===== config.mk =====
export PLATFORM = sky130hd
export DESIGN_NAME = repetition_serial_decoder
export DESIGN_NICKNAME = d
export VERILOG_FILES = /design/src/rtl/repetition_serial_decoder.sv
export SDC_FILE = /design/constraint.sdc
export NUM_CORES = 1
export LEC_CHECK = 0
export CAP_MARGIN = 25
export CORE_MARGIN = 1.5
export CORE_UTILIZATION = 35
export CTS_BUF_LIST = sky130_fd_sc_hd__clkbuf_8
export DETAILED_ROUTE_END_ITERATION = 8
export PLACE_DENSITY = 0.58
export SLEW_MARGIN = 15
export SYNTH_ARGS = -nofsm -noshare
export SYNTH_HDL_FRONTEND = slang
export SYNTH_SLANG_ARGS = --single-unit

===== constraint.sdc =====
create_clock -name clk -period 5.1 [get_ports clk]
set_input_delay 0.765 -clock clk [delete_from_list [all_inputs] [get_ports clk]]
set_output_delay 0.765 -clock clk [all_outputs]
set_load 0.02 [all_outputs]

===== src/rtl/repetition_serial_decoder.sv =====
`default_nettype none
// ============================================================================
// Module      : repetition_serial_decoder
// Description : Receive-side decoder for a bit-serial repetition-coded link.
//               Each data bit arrives REPETITION_FACTOR times back-to-back
//               (LSB first). Each group is majority-voted. DATA_WIDTH
//               decoded bits are packed into a word, which is presented on a
//               valid/ready output with a per-bit disagreement mask.
// Revision    : 1.0 - initial release
// ----------------------------------------------------------------------------
// Parameters:
//   DATA_WIDTH        decoded word width (>= 1)
//   REPETITION_FACTOR copies per data bit (>= 1, odd recommended)
// Ports:
//   clk             rising-edge clock
//   rst_n           synchronous active-low reset
//   bit_in          serial coded bit
//   bit_valid       bit_in is valid
//   bit_ready       decoder accepts bit_in this cycle (high while collecting)
//   sync_clr        discard any partially received word (collect phase only)
//   data_out        decoded word
//   data_valid      data_out / error_bits / error_corrected are valid
//   data_ready      downstream accepts the word
//   error_bits      per-bit mask, 1 = copies in that group disagreed
//   error_corrected OR-reduction of error_bits
//   err_count       (REPETITION_SERIAL_DECODER_ERR_COUNT_EN only) saturating
//                   running total of flagged bits; cleared by rst_n only
// Optional feature macro: REPETITION_SERIAL_DECODER_ERR_COUNT_EN
// ============================================================================
module repetition_serial_decoder #(
    parameter int DATA_WIDTH        = 8,
    parameter int REPETITION_FACTOR = 3
) (
    input  logic                  clk,
    input  logic                  rst_n,
    input  logic                  bit_in,
    input  logic                  bit_valid,
    output logic                  bit_ready,
    input  logic                  sync_clr,
    output logic [DATA_WIDTH-1:0] data_out,
    output logic                  data_valid,
    input  logic                  data_ready,
    output logic [DATA_WIDTH-1:0] error_bits,
    output logic                  error_corrected
`ifdef REPETITION_SERIAL_DECODER_ERR_COUNT_EN
    ,
    output logic [15:0]           err_count
`endif
);

    // Counter widths; a counter never narrower than one bit.
    localparam int c_ONES_W = $clog2(REPETITION_FACTOR + 1);
    localparam int c_REP_W  = (REPETITION_FACTOR > 1) ? $clog2(REPETITION_FACTOR) : 1;
    localparam int c_IDX_W  = (DATA_WIDTH > 1) ? $clog2(DATA_WIDTH) : 1;

    localparam logic [c_REP_W-1:0]  c_REP_LAST  = c_REP_W'(REPETITION_FACTOR - 1);
    localparam logic [c_IDX_W-1:0]  c_IDX_LAST  = c_IDX_W'(DATA_WIDTH - 1);
    localparam logic [c_ONES_W-1:0] c_HALF      = c_ONES_W'(REPETITION_FACTOR / 2);
    localparam logic [c_ONES_W-1:0] c_ALL       = c_ONES_W'(REPETITION_FACTOR);

    typedef enum logic [0:0] {
        S_COLLECT = 1'b0,
        S_HOLD    = 1'b1
    } state_t;

    state_t                r_state;
    state_t                w_state_next;

    logic [c_REP_W-1:0]    r_rep_cnt;
    logic [c_ONES_W-1:0]   r_ones_cnt;
    logic [c_IDX_W-1:0]    r_bit_idx;
    logic [DATA_WIDTH-1:0] r_word;
    logic [DATA_WIDTH-1:0] r_mask;
    logic [DATA_WIDTH-1:0] r_data_out;
    logic [DATA_WIDTH-1:0] r_err_bits;
    logic                  r_err_corr;
    logic                  r_data_valid;

    logic                  w_accept;
    logic                  w_last_rep;
    logic                  w_last_bit;
    logic [c_ONES_W-1:0]   w_total;
    logic                  w_dec_bit;
    logic                  w_mask_bit;
    logic [DATA_WIDTH-1:0] w_word_next;
    logic [DATA_WIDTH-1:0] w_mask_next;

    // ------------------------------------------------------------------
    // Group vote: the closing copy is folded in combinationally so the
    // decision is made on the same edge that accepts the last copy.
    // ------------------------------------------------------------------
    always_comb begin
        w_accept    = bit_valid && (r_state == S_COLLECT);
        w_last_rep  = (r_rep_cnt == c_REP_LAST);
        w_last_bit  = (r_bit_idx == c_IDX_LAST);
        w_total     = r_ones_cnt + c_ONES_W'(bit_in);
        // Even factor ties (total == half) fall on the "not greater" side -> 0.
        w_dec_bit   = (w_total > c_HALF);
        w_mask_bit  = (w_total != '0) && (w_total != c_ALL);
        w_word_next = r_word;
        w_mask_next = r_mask;
        w_word_next[r_bit_idx] = w_dec_bit;
        w_mask_next[r_bit_idx] = w_mask_bit;
    end

    // ------------------------------------------------------------------
    // State machine
    // ------------------------------------------------------------------
    always_ff @(posedge clk) begin
        if (!rst_n) begin
            r_state <= S_COLLECT;
        end else begin
            r_state <= w_state_next;
        end
    end

    always_comb begin
        w_state_next = r_state;
        case (r_state)
            S_COLLECT: begin
                // sync_clr overrides a word close on the same edge.
                if (w_accept && !sync_clr && w_last_rep && w_last_bit) begin
                    w_state_next = S_HOLD;
                end
            end
            S_HOLD: begin
                if (data_ready) begin
                    w_state_next = S_COLLECT;
                end
            end
            default: w_state_next = S_COLLECT;
        endcase
    end

    // ------------------------------------------------------------------
    // Datapath: counters, partial word, output registers
    // ------------------------------------------------------------------
    always_ff @(posedge clk) begin
        if (!rst_n) begin
            r_rep_cnt    <= '0;
            r_ones_cnt   <= '0;
            r_bit_idx    <= '0;
            r_word       <= '0;
            r_mask       <= '0;
            r_data_out   <= '0;
            r_err_bits   <= '0;
            r_err_corr   <= 1'b0;
            r_data_valid <= 1'b0;
        end else if (r_state == S_COLLECT) begin
            if (sync_clr) begin
                r_rep_cnt  <= '0;
                r_ones_cnt <= '0;
                r_bit_idx  <= '0;
                r_word     <= '0;
                r_mask     <= '0;
            end else if (w_accept) begin
                if (w_last_rep) begin
                    r_rep_cnt  <= '0;
                    r_ones_cnt <= '0;
                    if (w_last_bit) begin
                        // Word complete: publish and restart the assembly.
                        r_bit_idx    <= '0;
                        r_word       <= '0;
                        r_mask       <= '0;
                        r_data_out   <= w_word_next;
                        r_err_bits   <= w_mask_next;
                        r_err_corr   <= |w_mask_next;
                        r_data_valid <= 1'b1;
                    end else begin
                        r_bit_idx <= r_bit_idx + c_IDX_W'(1);
                        r_word    <= w_word_next;
                        r_mask    <= w_mask_next;
                    end
                end else begin
                    r_rep_cnt  <= r_rep_cnt + c_REP_W'(1);
                    r_ones_cnt <= w_total;
                end
            end
        end else if (data_ready) begin
            // Held word consumed; data_out/error_bits keep their last value.
            r_data_valid <= 1'b0;
        end
    end

`ifdef REPETITION_SERIAL_DECODER_ERR_COUNT_EN
    logic [15:0] r_err_count;
    logic [16:0] w_err_sum;

    always_comb begin
        w_err_sum = {1'b0, r_err_count};
        for (int i = 0; i < DATA_WIDTH; i++) begin
            w_err_sum = w_err_sum + 17'(w_mask_next[i]);
        end
    end

    always_ff @(posedge clk) begin
        if (!rst_n) begin
            r_err_count <= '0;
        end else if (w_accept && !sync_clr && w_last_rep && w_last_bit) begin
            r_err_count <= w_err_sum[16] ? 16'hFFFF : w_err_sum[15:0];
        end
    end

    assign err_count = r_err_count;
`endif

    assign bit_ready       = (r_state == S_COLLECT);
    assign data_out        = r_data_out;
    assign data_valid      = r_data_valid;
    assign error_bits      = r_err_bits;
    assign error_corrected = r_err_corr;

endmodule
`default_nettype wire


======== Word level (Yosys, flattened, before mapping) ========
Cells that the tools add are included.
storage, ports and cells
  register bits ........................... 42
  input port bits ......................... 6
  output and inout port bits .............. 19
  word-level logic and storage cells ...... 72
cells by class
  add/subtract/negate cells ............... 3
  magnitude comparators ................... 3
  equal/unequal tests ..................... 5
  muxes and demuxes ....................... 31
  bitwise gates (word level) .............. 2
  reduce and logical (&&, ||, !) cells .... 18
operators by type and width
  cell                   count
  $mux W8                8
  $bwmux W8              2
  $mux W2                6
  $mux W3                4
  $reduce_bool A2 Y1     6
  $reduce_and A5 Y1      2
  $mux W1                9
  $reduce_or A8 Y1       1
  $logic_and A1 B1 Y1    6
  $lt A3 B4 Y1 const B   1
  $ne A2 B2 Y1 const B   2
  $add A3 B1 Y3 const B  1
  $demux W1 S3           1
  $eq A3 B3 Y1 const B   1
  $ge A3 B1 Y1 const B   1
  $reduce_and A3 Y1      1
  $add A2 B1 Y2          1
  $add A2 B1 Y2 const B  1
  $eq A2 B2 Y1 const B   1
  $gt A2 B1 Y1 const B   1
  $ne A2 B1 Y1 const B   1
  $not A1 Y1             2
  $pmux W1 S2            1
  $reduce_and A2 Y1      1
  $logic_not A1 Y1       1

======== Longest topological paths before layout ========
  depth in word-level cells ............... 9
  gate-level depth with buffers ........... 9
  mapped depth without buffers ............ 8

======== Worst setup path before layout ========
OpenSTA, ideal clock, no wires.
  kind .................................... input to register
  start ................................... input bit_in
  end ..................................... register r_err_corr, in the netlist error_corrected
  setup time .............................. 58 ps
  arrival ................................. 2459 ps
  required time ........................... 5042 ps
  path slack .............................. 2583 ps
  stages .................................. 9
  buffers on the path ..................... 1
  path through ............................ ha_1 > xnor2_1 > ha_1 > buf_2 > nor3b_1 > o21ai_0 > a21oi_1 > o22ai_1 > o21ba_1
on the way
  longest elaborated chain between the ends .. 5
  elaborated cells on any way between the ends .. 6
  classes of those cells .................. add/sub (1); eq/ne (1); mux (1); reduce/logical (3)
RTL lines
  item                                                       RTL line  text
  start, declared                                            36        input logic bit_in,
  $add A2 B1 Y2 (*)                                          96        w_total = r_ones_cnt + c_ONES_W'(bit_in);
  $ne A2 B2 Y1 / $reduce_bool A2 Y1 (equally long branches)  99        w_mask_bit = (w_total != '0) && (w_total != c_ALL);
  $logic_and A1 B1 Y1 (*)                                    99
  $bwmux W8 (*)                                              103       w_mask_next[r_bit_idx] = w_mask_bit;
  $reduce_or A8 Y1 (*)                                       167       r_err_corr <= |w_mask_next;
  end signal, assigned                                       167
  end, declared                                              76        logic r_err_corr;
Every way passes the cells marked *; elsewhere a longest branch is shown, timed or not.
A chain may end at the register's enable or synchronous reset.

======== Final worst setup path ========
Same ends and word-level chain as after synthesis.

==> impl_summary.log <==
INFO  metric status = finished clean
INFO  metric grt.total_usage = 0.148
INFO  metric multi_input_comb_area = 1200 µm²
INFO  metric power.internal = 0.000435 W
INFO  metric globalplace.congestion = 0.777
INFO  metric synth_edf_count = 0
INFO  metric cts_tree = built
INFO  metric syn-mean-instance-area = 9.20 µm²
INFO  metric power.ir.vdd_worst = 101 µV
INFO  metric worstPathCellList = clkdlybuf4s50_1 > ha_1 > xnor2_1 > ha_1 > nor3b_1 > o21ai_0 > a21oi_1 > o22ai_1 > o21ba_1
INFO  metric arrival = 3.04 ns
INFO  metric syn-cell-area = 2170 µm²
INFO  metric path_class = primary input to flop
INFO  metric synth_fp_nets = 246
INFO  metric timing_max_transition_violations_final = 0
INFO  metric maximum_number_of_pins_on_one_net_before_global_route_repair = 43
INFO  metric clock_sinks = 42
INFO  metric rows = 28
INFO  metric power.share.switching = 0.235
INFO  metric h-tree-depth = 2
INFO  metric n_antenna_cell = 0
INFO  metric io_pins = 25
INFO  metric power.share.sequential = 0.579
INFO  metric required = 5.29 ns
INFO  metric drtAntennaViolNets = 0
INFO  metric core_area = 5960 µm²
INFO  metric critPathBufInv = 1
INFO  metric synth.yosys.seq_area_share = 0.387
INFO  metric die_outline_area = 6690 µm²
INFO  metric dp_hpwl = 2950 µm
INFO  metric yosysWarnings = 0
INFO  metric routed_wirelength = 4390 µm
INFO  metric p_leak = 0.935 nW
INFO  metric post_cts.repair.setup_buffers = 0
INFO  metric critPathTopFamily = adder cells
INFO  metric critical_path.reg2reg.startpoint = r_bit_idx[0]$_SDFFE_PN0P_
INFO  metric start_kind = primary input
INFO  metric max-cap-violations = 0
INFO  metric least_setup_slack_across_all_paths_after_layout = 2.25 ns
INFO  metric asyncSetResetFlopFracSynth = 0
INFO  metric power.share.clock = 0.361
INFO  metric placement.setup.worst_slack = 1.94 ns
INFO  metric cts_hold_buf = 0
INFO  metric detail_route.iter0.violations = 167
INFO  metric insertion_delay = 0.29 ns
INFO  metric cts_repair_resize_count = 0
INFO  metric synth_seq_cells = 42
INFO  metric hp-start = error_bits[5]$_SDFFE_PN0P_
INFO  metric critical_path.max_fanout = 13
INFO  metric clock_path_buffers = 2
INFO  metric post_route_cells_drive_above_1_share = 0.0757
INFO  metric critical-path-max-stage-delay = 0.44 ns
INFO  metric detailroute.via_count = 1,621
INFO  metric cp-end-kind = flop
INFO  metric yosys_most_used_dff = sky130_fd_sc_hd__dfxtp_1
INFO  metric seqCellArea = 841 µm²
INFO  metric grt_pass1_vias = 1,440
INFO  metric max_freq = 351 MHz
INFO  metric crit_top_cell = sky130_fd_sc_hd__ha_1
INFO  metric finalSetupViolations = 0
INFO  metric dp_cells = 319
INFO  metric min_period_over_period = 0.559
INFO  metric die_span_in_x = 81.8 µm
INFO  metric area_growth_syn_to_layout = 13.7%
INFO  metric stdcell_count = 326
INFO  metric path_clk_slew = 0.08 ns
INFO  metric power.net_switching = 0.000133 W
INFO  metric numCtsBuffers = 5
INFO  metric grt_antenna_before_repair = 0
INFO  metric drt-wirelength-per-cell = 13.5 µm
INFO  metric whs_path_cells = 2
INFO  metric hold_end = error_bits[5]$_SDFFE_PN0P_
INFO  metric start_util = 0.365
INFO  metric power.density_cell_area = 230 nW/µm²
INFO  metric critPathSlowestCell = sky130_fd_sc_hd__ha_1
INFO  metric fin_nets = 261
INFO  metric remaining_drc_errors = 0
INFO  metric fin_crit = 2.85 ns
INFO  metric per_cell_via_count_in_the_routed_design = 4.97
INFO  metric grt_first_pass_wirelength = 7410 µm
INFO  metric r2r_end = error_bits[4]$_SDFFE_PN0P_
INFO  metric die_height = 81.8 µm
INFO  metric timing.reg2reg.worst_path_depth = 5
INFO  metric detailed_router_iteration_count_before_antenna_repair = 4
INFO  metric timing.reg2reg.setup_slack = 2.63 ns
INFO  metric totalNegativeSetupSlack = 0 ns
INFO  metric finalCoreUtilization = 0.414
INFO  metric relative_slew_slack = 0.407
INFO  metric finalHoldViolCount = 0
INFO  metric max_slew.worst_pin.slew = 0.890 ns
INFO  metric synth_cell_type_count = 44
INFO  metric post_synth_inst_count = 236
INFO  metric root_driver = sky130_fd_sc_hd__clkbuf_8
INFO  metric setup_repair_after_global_routing_missed_its_margin = no
INFO  metric fin_skew = 0.00551 ns
INFO  metric fillCellCount = 615
INFO  metric port_buffers = 24
INFO  metric overflow_left_after_global_routing = 0
INFO  metric holdCritPathClass = flop to flop
INFO  metric p_comb_frac = 0.060
registers in the layout, indices dropped and copies added (netlist names):
register,count
r_word,8
error_bits,8
r_mask,8
r_bit_idx,3
data_valid,1
r_rep_cnt,2
r_ones_cnt,2
error_corrected,1
r_state,1
data_out,8
metal layers:
layer  vias to the layer above  routed length (µm)  track usage
li1                        874                   -            -
met1                       717                2380        0.216
met2                        28                1800        0.207
met3                         2                 174       0.0367
met4                         0                  40       0.0559
met5                         -                   0            0
synthesized netlist by cell type, types with 5 or more instances:
cell type	count	area share
sky130_fd_sc_hd__a22oi_1	18	0.062
sky130_fd_sc_hd__a21boi_0	8	0.028
sky130_fd_sc_hd__o211a_1	9	0.041
sky130_fd_sc_hd__nor2b_1	24	0.069
sky130_fd_sc_hd__buf_6	5	0.026
sky130_fd_sc_hd__dfxtp_1	42	0.39
sky130_fd_sc_hd__clkbuf_1	6	0.010
sky130_fd_sc_hd__mux2i_1	8	0.037
sky130_fd_sc_hd__nand2_1	29	0.050
sky130_fd_sc_hd__nor2_1	7	0.012
sky130_fd_sc_hd__o21ai_1	5	0.012
sky130_fd_sc_hd__o21ai_0	11	0.025
sky130_fd_sc_hd__o211ai_1	7	0.024
how the worst max path moves through the flow:
stage	endpoint	startpoint	depth (start not counted)	slack, ns
3_5_place_dp	error_corrected$_SDFFE_PN0P_	bit_in	9	1.94
4_1_cts	error_corrected$_SDFFE_PN0P_	bit_in	9	2.24
3_3_place_gp	error_corrected$_SDFFE_PN0P_	bit_in	9	2.02
5_1_grt	error_corrected$_SDFFE_PN0P_	bit_in	9	2.05
2_1_floorplan	error_corrected$_SDFFE_PN0P_	bit_in	9	2.58
6_report	error_corrected$_SDFFE_PN0P_	bit_in	9	2.25
worst reg2reg max path: stages (launching register included):
cell and delay (ns):
sky130_fd_sc_hd__dfxtp_1 0.76, sky130_fd_sc_hd__ha_1 0.26, sky130_fd_sc_hd__ha_1 0.18, sky130_fd_sc_hd__and3_1 0.75
sky130_fd_sc_hd__o211ai_1 0.24, sky130_fd_sc_hd__a21boi_0 0.21
stage by stage:
stage	hold slack, ns	instance area, µm²	power (W)
after floorplan	0.476	2170	0.000361
after global placement	0.437	2390	0.000371
after detailed placement	0.447	2390	0.000371
after CTS	0.456	2470	0.000576
after global routing	0.470	2470	0.000593
final	0.453	2470	0.000569
layout by cell type (no fill, tap or decap), types with 2 or more instances in the layout:
master / instances
sky130_fd_sc_hd__a21oi_1: 4
sky130_fd_sc_hd__nand2b_1: 2
sky130_fd_sc_hd__nor3b_2: 2
sky130_fd_sc_hd__clkdlybuf4s50_1: 24
sky130_fd_sc_hd__ha_1: 4
sky130_fd_sc_hd__nor3b_4: 2
sky130_fd_sc_hd__nand3b_1: 2
sky130_fd_sc_hd__o21bai_1: 2
sky130_fd_sc_hd__o21ai_2: 2
sky130_fd_sc_hd__inv_1: 3
sky130_fd_sc_hd__and3b_1: 4
sky130_fd_sc_hd__a21boi_0: 8
sky130_fd_sc_hd__clkbuf_8: 5
sky130_fd_sc_hd__nor2b_1: 24
sky130_fd_sc_hd__a22oi_1: 18
sky130_fd_sc_hd__o21ai_1: 5
sky130_fd_sc_hd__clkinv_2: 2
sky130_fd_sc_hd__mux2i_1: 8
sky130_fd_sc_hd__nand3_1: 4
sky130_fd_sc_hd__o211ai_1: 7
sky130_fd_sc_hd__nand2_1: 29
sky130_fd_sc_hd__dfxtp_1: 42
sky130_fd_sc_hd__o21ai_0: 11
sky130_fd_sc_hd__and2_1: 3
sky130_fd_sc_hd__nor2_1: 7
sky130_fd_sc_hd__a21boi_1: 2
sky130_fd_sc_hd__o211a_1: 9
power groups by stage:
| stage | Clock (W) | Combinational, W | Sequential (W) |
|---|---|---|---|
| 2_1_floorplan | 0 | 0.0000245 | 0.000337 |
| 3_3_place_gp | 0 | 0.0000337 | 0.000337 |
| 3_5_place_dp | 0 | 0.0000342 | 0.000337 |
| 4_1_cts | 0.000213 | 0.0000345 | 0.000329 |
| 5_1_grt | 0.000226 | 0.0000377 | 0.000330 |
| 6_report | 0.000205 | 0.0000340 | 0.000329 |
area by class of cell:
| class | count | share of cell area |
|---|---|---|
| multi-input combinational | 174 | 0.485 |
| sequential | 42 | 0.341 |
| timing repair buffer | 25 | 0.100 |
| tap | 75 | 0.0380 |
| clock buffer | 5 | 0.0279 |
| inverter | 3 | 0.00456 |
| clock inverter | 2 | 0.00405 |
kinds of logic after synthesis:
kind of cell	Yosys count	synth area share
buffers and inverters	20	0.0622
AO/OA/AOI/OAI	72	0.238
multiplexers	8	0.0369
flip-flops	42	0.387
AND/OR/NAND/NOR	89	0.248
XOR/XNOR	1	0.00403
adder cells (fa/ha/maj)	4	0.0230
(Power assumes the default switching activity.)
